`src/rtl/sm_pair_sequencer.sv`:
```
// sm_pair_sequencer: pairs an operand byte stream into A/B, samples an external sign-magnitude comparator, hands off the result.
module sm_pair_sequencer #(
  parameter int CNT_W  = 8,
  parameter int SETTLE = 1
) (
  input  logic             clk,
  input  logic             rst,
  input  logic             clr,
  input  logic [7:0]       din,
  input  logic             din_valid,
  output logic             din_ready,
  output logic [7:0]       cmp_a,
  output logic [7:0]       cmp_b,
  input  logic             cmp_ageb,
  output logic             res_valid,
  input  logic             res_ready,
  output logic             res_ageb,
  output logic [7:0]       res_a,
  output logic [7:0]       res_b,
  output logic [CNT_W-1:0] pair_cnt,
  output logic [CNT_W-1:0] ge_cnt
);
  localparam int WW = (SETTLE > 1) ? $clog2(SETTLE) : 1;
  typedef enum logic [1:0] {ST_A, ST_B, ST_WAIT, ST_OUT} state_t;
  state_t           state_q;
  logic [WW-1:0]    wait_q;
  logic [7:0]       cmp_a_q, cmp_b_q, res_a_q, res_b_q;
  logic             res_valid_q, res_ageb_q;
  logic [CNT_W-1:0] pair_q, ge_q;
  always_ff @(posedge clk) begin
    if (rst) begin
      state_q     <= ST_A;
      wait_q      <= '0;
      cmp_a_q     <= '0;
      cmp_b_q     <= '0;
      res_a_q     <= '0;
      res_b_q     <= '0;
      res_ageb_q  <= 1'b0;
      res_valid_q <= 1'b0;
      pair_q      <= '0;
      ge_q        <= '0;
    end else begin
      case (state_q)
        ST_A: if (din_valid) begin
          cmp_a_q <= din;
          state_q <= ST_B;
        end
        ST_B: if (din_valid) begin
          cmp_b_q <= din;
          wait_q  <= WW'(SETTLE - 1);
          state_q <= ST_WAIT;
        end
        ST_WAIT: if (wait_q == '0) begin
          res_ageb_q  <= cmp_ageb;
          res_a_q     <= cmp_a_q;
          res_b_q     <= cmp_b_q;
          res_valid_q <= 1'b1;
          state_q     <= ST_OUT;
        end else begin
          wait_q <= wait_q - WW'(1);
        end
        ST_OUT: if (res_ready) begin
          res_valid_q <= 1'b0;
          state_q     <= ST_A;
        end
        default: state_q <= ST_A;
      endcase
      // clear overrides a coincident handoff
      if (clr) begin
        pair_q <= '0;
        ge_q   <= '0;
      end else if (state_q == ST_OUT && res_ready) begin
        if (pair_q != '1) pair_q <= pair_q + CNT_W'(1);
        if (res_ageb_q && ge_q != '1) ge_q <= ge_q + CNT_W'(1);
      end
    end
  end
  assign din_ready = (state_q == ST_A) || (state_q == ST_B);
  assign cmp_a     = cmp_a_q;
  assign cmp_b     = cmp_b_q;
  assign res_valid = res_valid_q;
  assign res_ageb  = res_ageb_q;
  assign res_a     = res_a_q;
  assign res_b     = res_b_q;
  assign pair_cnt  = pair_q;
  assign ge_cnt    = ge_q;
endmodule

```
`config.mk`:
```
export PLATFORM = sky130hd
export DESIGN_NAME = sm_pair_sequencer
export DESIGN_NICKNAME = d
export VERILOG_FILES = /design/src/rtl/sm_pair_sequencer.sv
export SDC_FILE = /design/constraint.sdc
export NUM_CORES = 1
export LEC_CHECK = 0
export ABC_CLOCK_PERIOD_IN_PS = 1500
export CAP_MARGIN = 15
export CORE_MARGIN = 2
export CORE_UTILIZATION = 42
export DETAILED_ROUTE_END_ITERATION = 10
export GPL_TIMING_DRIVEN = 0
export PLACE_DENSITY = 0.75
export SYNTH_ARGS = -nofsm -noshare
export SYNTH_HDL_FRONTEND = slang
export SYNTH_SLANG_ARGS = --single-unit
```
`constraint.sdc`:
```
create_clock -name clk -period 1.5 [get_ports clk]
set_clock_uncertainty 0.2 [all_clocks]
set_input_delay 0.15 -clock clk [delete_from_list [all_inputs] [get_ports clk]]
set_output_delay 0.15 -clock clk [all_outputs]
set_load 0.02 [all_outputs]
```
==> metrics.cfg <==
[clock_tree]
cts_buffer_depth=2
cts_buffers=5
cts_tree=yes
clkSlewWorstSetupHoldPaths_ns=0.09
cts-root-buf=clkbuf_8
clk_latency_ns=0.30
h-tree-depth=2
cts_sinks=52

[yosys]
netlist.area_leader.share_pct=47.0
netlist_area_um2=2210
synth_compound_area_share_pct=11.8
async_reset_ff_share_pct=0
synthMuxAreaShare_pct=8.59
synth_common_cells=dfxtp_1 (52), nor2_1 (32), nand2_1 (26)
syn_inst=243
ys_seq_area_share_pct=47.0
yosysMostFrequentCell=dfxtp_1
synth_area_per_cell_um2=9.11
synth-main-ff-cell=dfxtp_1
yosys.area_share.simple_pct=23.2
yosysWarnings=0
synth_edf_count=0
yosys.area.top_type=dfxtp_1
synth.distinct_cells=43
synth_xor_area_share_pct=1.58
synthAdderAreaFrac_pct=3.95
yosys-top-cells-area=dfxtp_1 (47%), mux2i_1 (8.6%), nor2_1 (5.4%)
ys_seq_elements=52
synth_top_family_by_area=simple AND/OR/NAND/NOR gates
synth_nets=264

[detailed_routing]
drt_iter0_markers=75
wl_met1_um=2390
firstDrtPassIters=4
drtAntennaViolNets=0
vias=2092
met3_length_um=366
via_per_inst=5.26
wirelength_um=5820
drcViolationCount=0
routed.top_layer=met4
wl_per_cell_um=14.6
wl_met2_um=3010

[finish]
drive_gt1_share_pct=24.1
fin_util_pct=64.7
syn2layout_area_growth_pct=49.3
final_nets=348
num_antenna_cells=0

[pwr]
switching_share_pct=35.6
p_switching_mw=1.52
power_mw=4.27
leakagePower_nw=1.41
seqPwrFrac_pct=38.9
clkPwrFrac_pct=18.8
ir_worst_vdd_mv=0.687
pwr-share-comb_pct=42.3
powerDensity_nw_per_um2=1290
power.internal_mw=2.75

[placed_design]
hpwl_um=3760
place.gp.congestion=0.802
io_buffers=63

[critical_path]
rrSetupSlack_ns=-0.13
required_ns=1.15
timing.rr.end=pair_cnt[4]
crit_fanout=4
endpoint_kind=primary output
r2r_start=state_q[1]
cp-start-kind=register
reg2regPathDepth=6
worstSetupPathType=register to primary output
arrival_ns=1.30

[timing]
slew_headroom_pct=64.2
fin_crit_ns=1.65
setup_ws_ns=-0.154
finalCritPeriodShare_pct=110
rsz0062_at_grt=true
tightest_slew_ns=0.536
tns_ns=-1.41
hold_viol=0
finalSetupViolCount=20
fmax_mhz=604
whs_ns=0.0294
slew_violations=0

[die]
core_area_um2=5110
io_pins=65
core.rowCount=26
die_w_um=76.6
floorplan.initialDensity_pct=43.4
die-area_um2=5870
die_h_um=76.6

[min_path]
hp-start=din_valid
hold_depth=3
hold_path_end=cmp_b[6]
hp-class=input pin to register

[status]
status=finished, violations left
violations=setup timing

[run]
drv_cap=0

[global_routing]
grt_max_degree=17
grt_antenna_before_repair=0
grt_pass1_vias=1896
grt_pass1_wl_um=8890
grt-ovfl-total=0
track_usage_pct=18.5

## cell type report
cell class / instances / area [um2]
fillers: 446 / 1800
clock inverters: 2 / 16.3
inverters: 6 / 22.5
plain buffers: 10 / 72.6
repair buffers: 79 / 727
multi-input cells: 173 / 1240
well taps: 70 / 87.6
clock buffers: 6 / 72.6
flip-flops and latches: 52 / 1060
## flip-flops by register name (all words and copies together), names as in the netlist
name	count
res_a	8
pair_cnt	8
res_valid	1
state_q	2
ge_cnt	8
res_b	8
res_ageb	1
cmp_b	8
cmp_a	8
## stage by stage
stage | cell area, um2 | instances | worst slack (ns)
after global routing | 3310 | 398 | -0.222
after global placement | 2960 | 376 | -0.420
final | 3310 | 398 | -0.154
after detailed placement | 2960 | 376 | -0.437
after floorplan | 2240 | 243 | -0.0377
after CTS | 3110 | 389 | -0.204
## layout by cell type (no fill, tap or decap), types with 3 or more instances in the layout
master / Yosys / final
clkdlybuf4s50_1: 0 / 11
and4_4: 1 / 3
buf_6: 1 / 7
dfxtp_2: 0 / 13
buf_4: 1 / 11
clkbuf_1: 3 / 4
and2_1: 3 / 3
nand4_1: 4 / 4
clkbuf_8: 0 / 5
buf_2: 6 / 3
inv_2: 1 / 3
nand3_1: 22 / 21
inv_1: 5 / 3
a21oi_1: 21 / 21
nor2_1: 32 / 29
dlygate4sd2_1: 0 / 48
nor3_1: 4 / 3
dfxtp_1: 52 / 37
nand2_1: 26 / 24
ha_4: 0 / 5
mux2i_1: 19 / 18
## power by group through the flow
stage / sequential, mW / clock, mW / combinational, mW
after global routing: 1.68 / 0.884 / 1.94
after global placement: 1.67 / 0 / 1.29
after detailed placement: 1.68 / 0 / 1.31
final: 1.66 / 0.805 / 1.81
after floorplan: 1.78 / 0 / 0.718
after CTS: 1.65 / 0.819 / 1.48
## routing by layer
layer  global-route usage [%]  up-vias
met1                     23.2      998
met2                     31.0       65
li1                         -     1022
met4                     6.00        0
met5                        0        -
met3                     4.98        7
## repair_timing
item,in CTS,in global routing
gates cloned,0,1
hold buffers,0,0
endpoints found under the setup margin,93,47
setup buffers,6,9
gates resized for setup,78,30
pin swaps,8,10
## kinds of logic (layout without fill, tap and decap cells)
family	Yosys count	after routing
compound gates	39	39
xor+xnor	4	4
flops	52	52
fa+ha+maj	7	7
mux	19	19
simple gates	104	104
buf+inv	18	103
## worst max-delay path by stage
stage               depth (start not counted)  slack (ns)        start     endpoint
floorplan                                   5       -0.04  pair_cnt[0]  pair_cnt[0]
global placement                            6       -0.42   state_q[1]    din_ready
detailed placement                          6       -0.44   state_q[1]    din_ready
CTS                                         6       -0.20   state_q[1]    din_ready
global route                                6       -0.22   state_q[1]    ge_cnt[6]
finish                                      6       -0.15   state_q[1]    din_ready
## worst max-delay path: stages (launching register included)
cell and delay [ns]:
dfxtp_2 0.36, inv_2 0.06, ha_2 0.17, buf_6 0.13, nor2_4 0.10, inv_1 0.05
buf_6 0.12
Note: power is estimated with default switching activity, not from simulation.
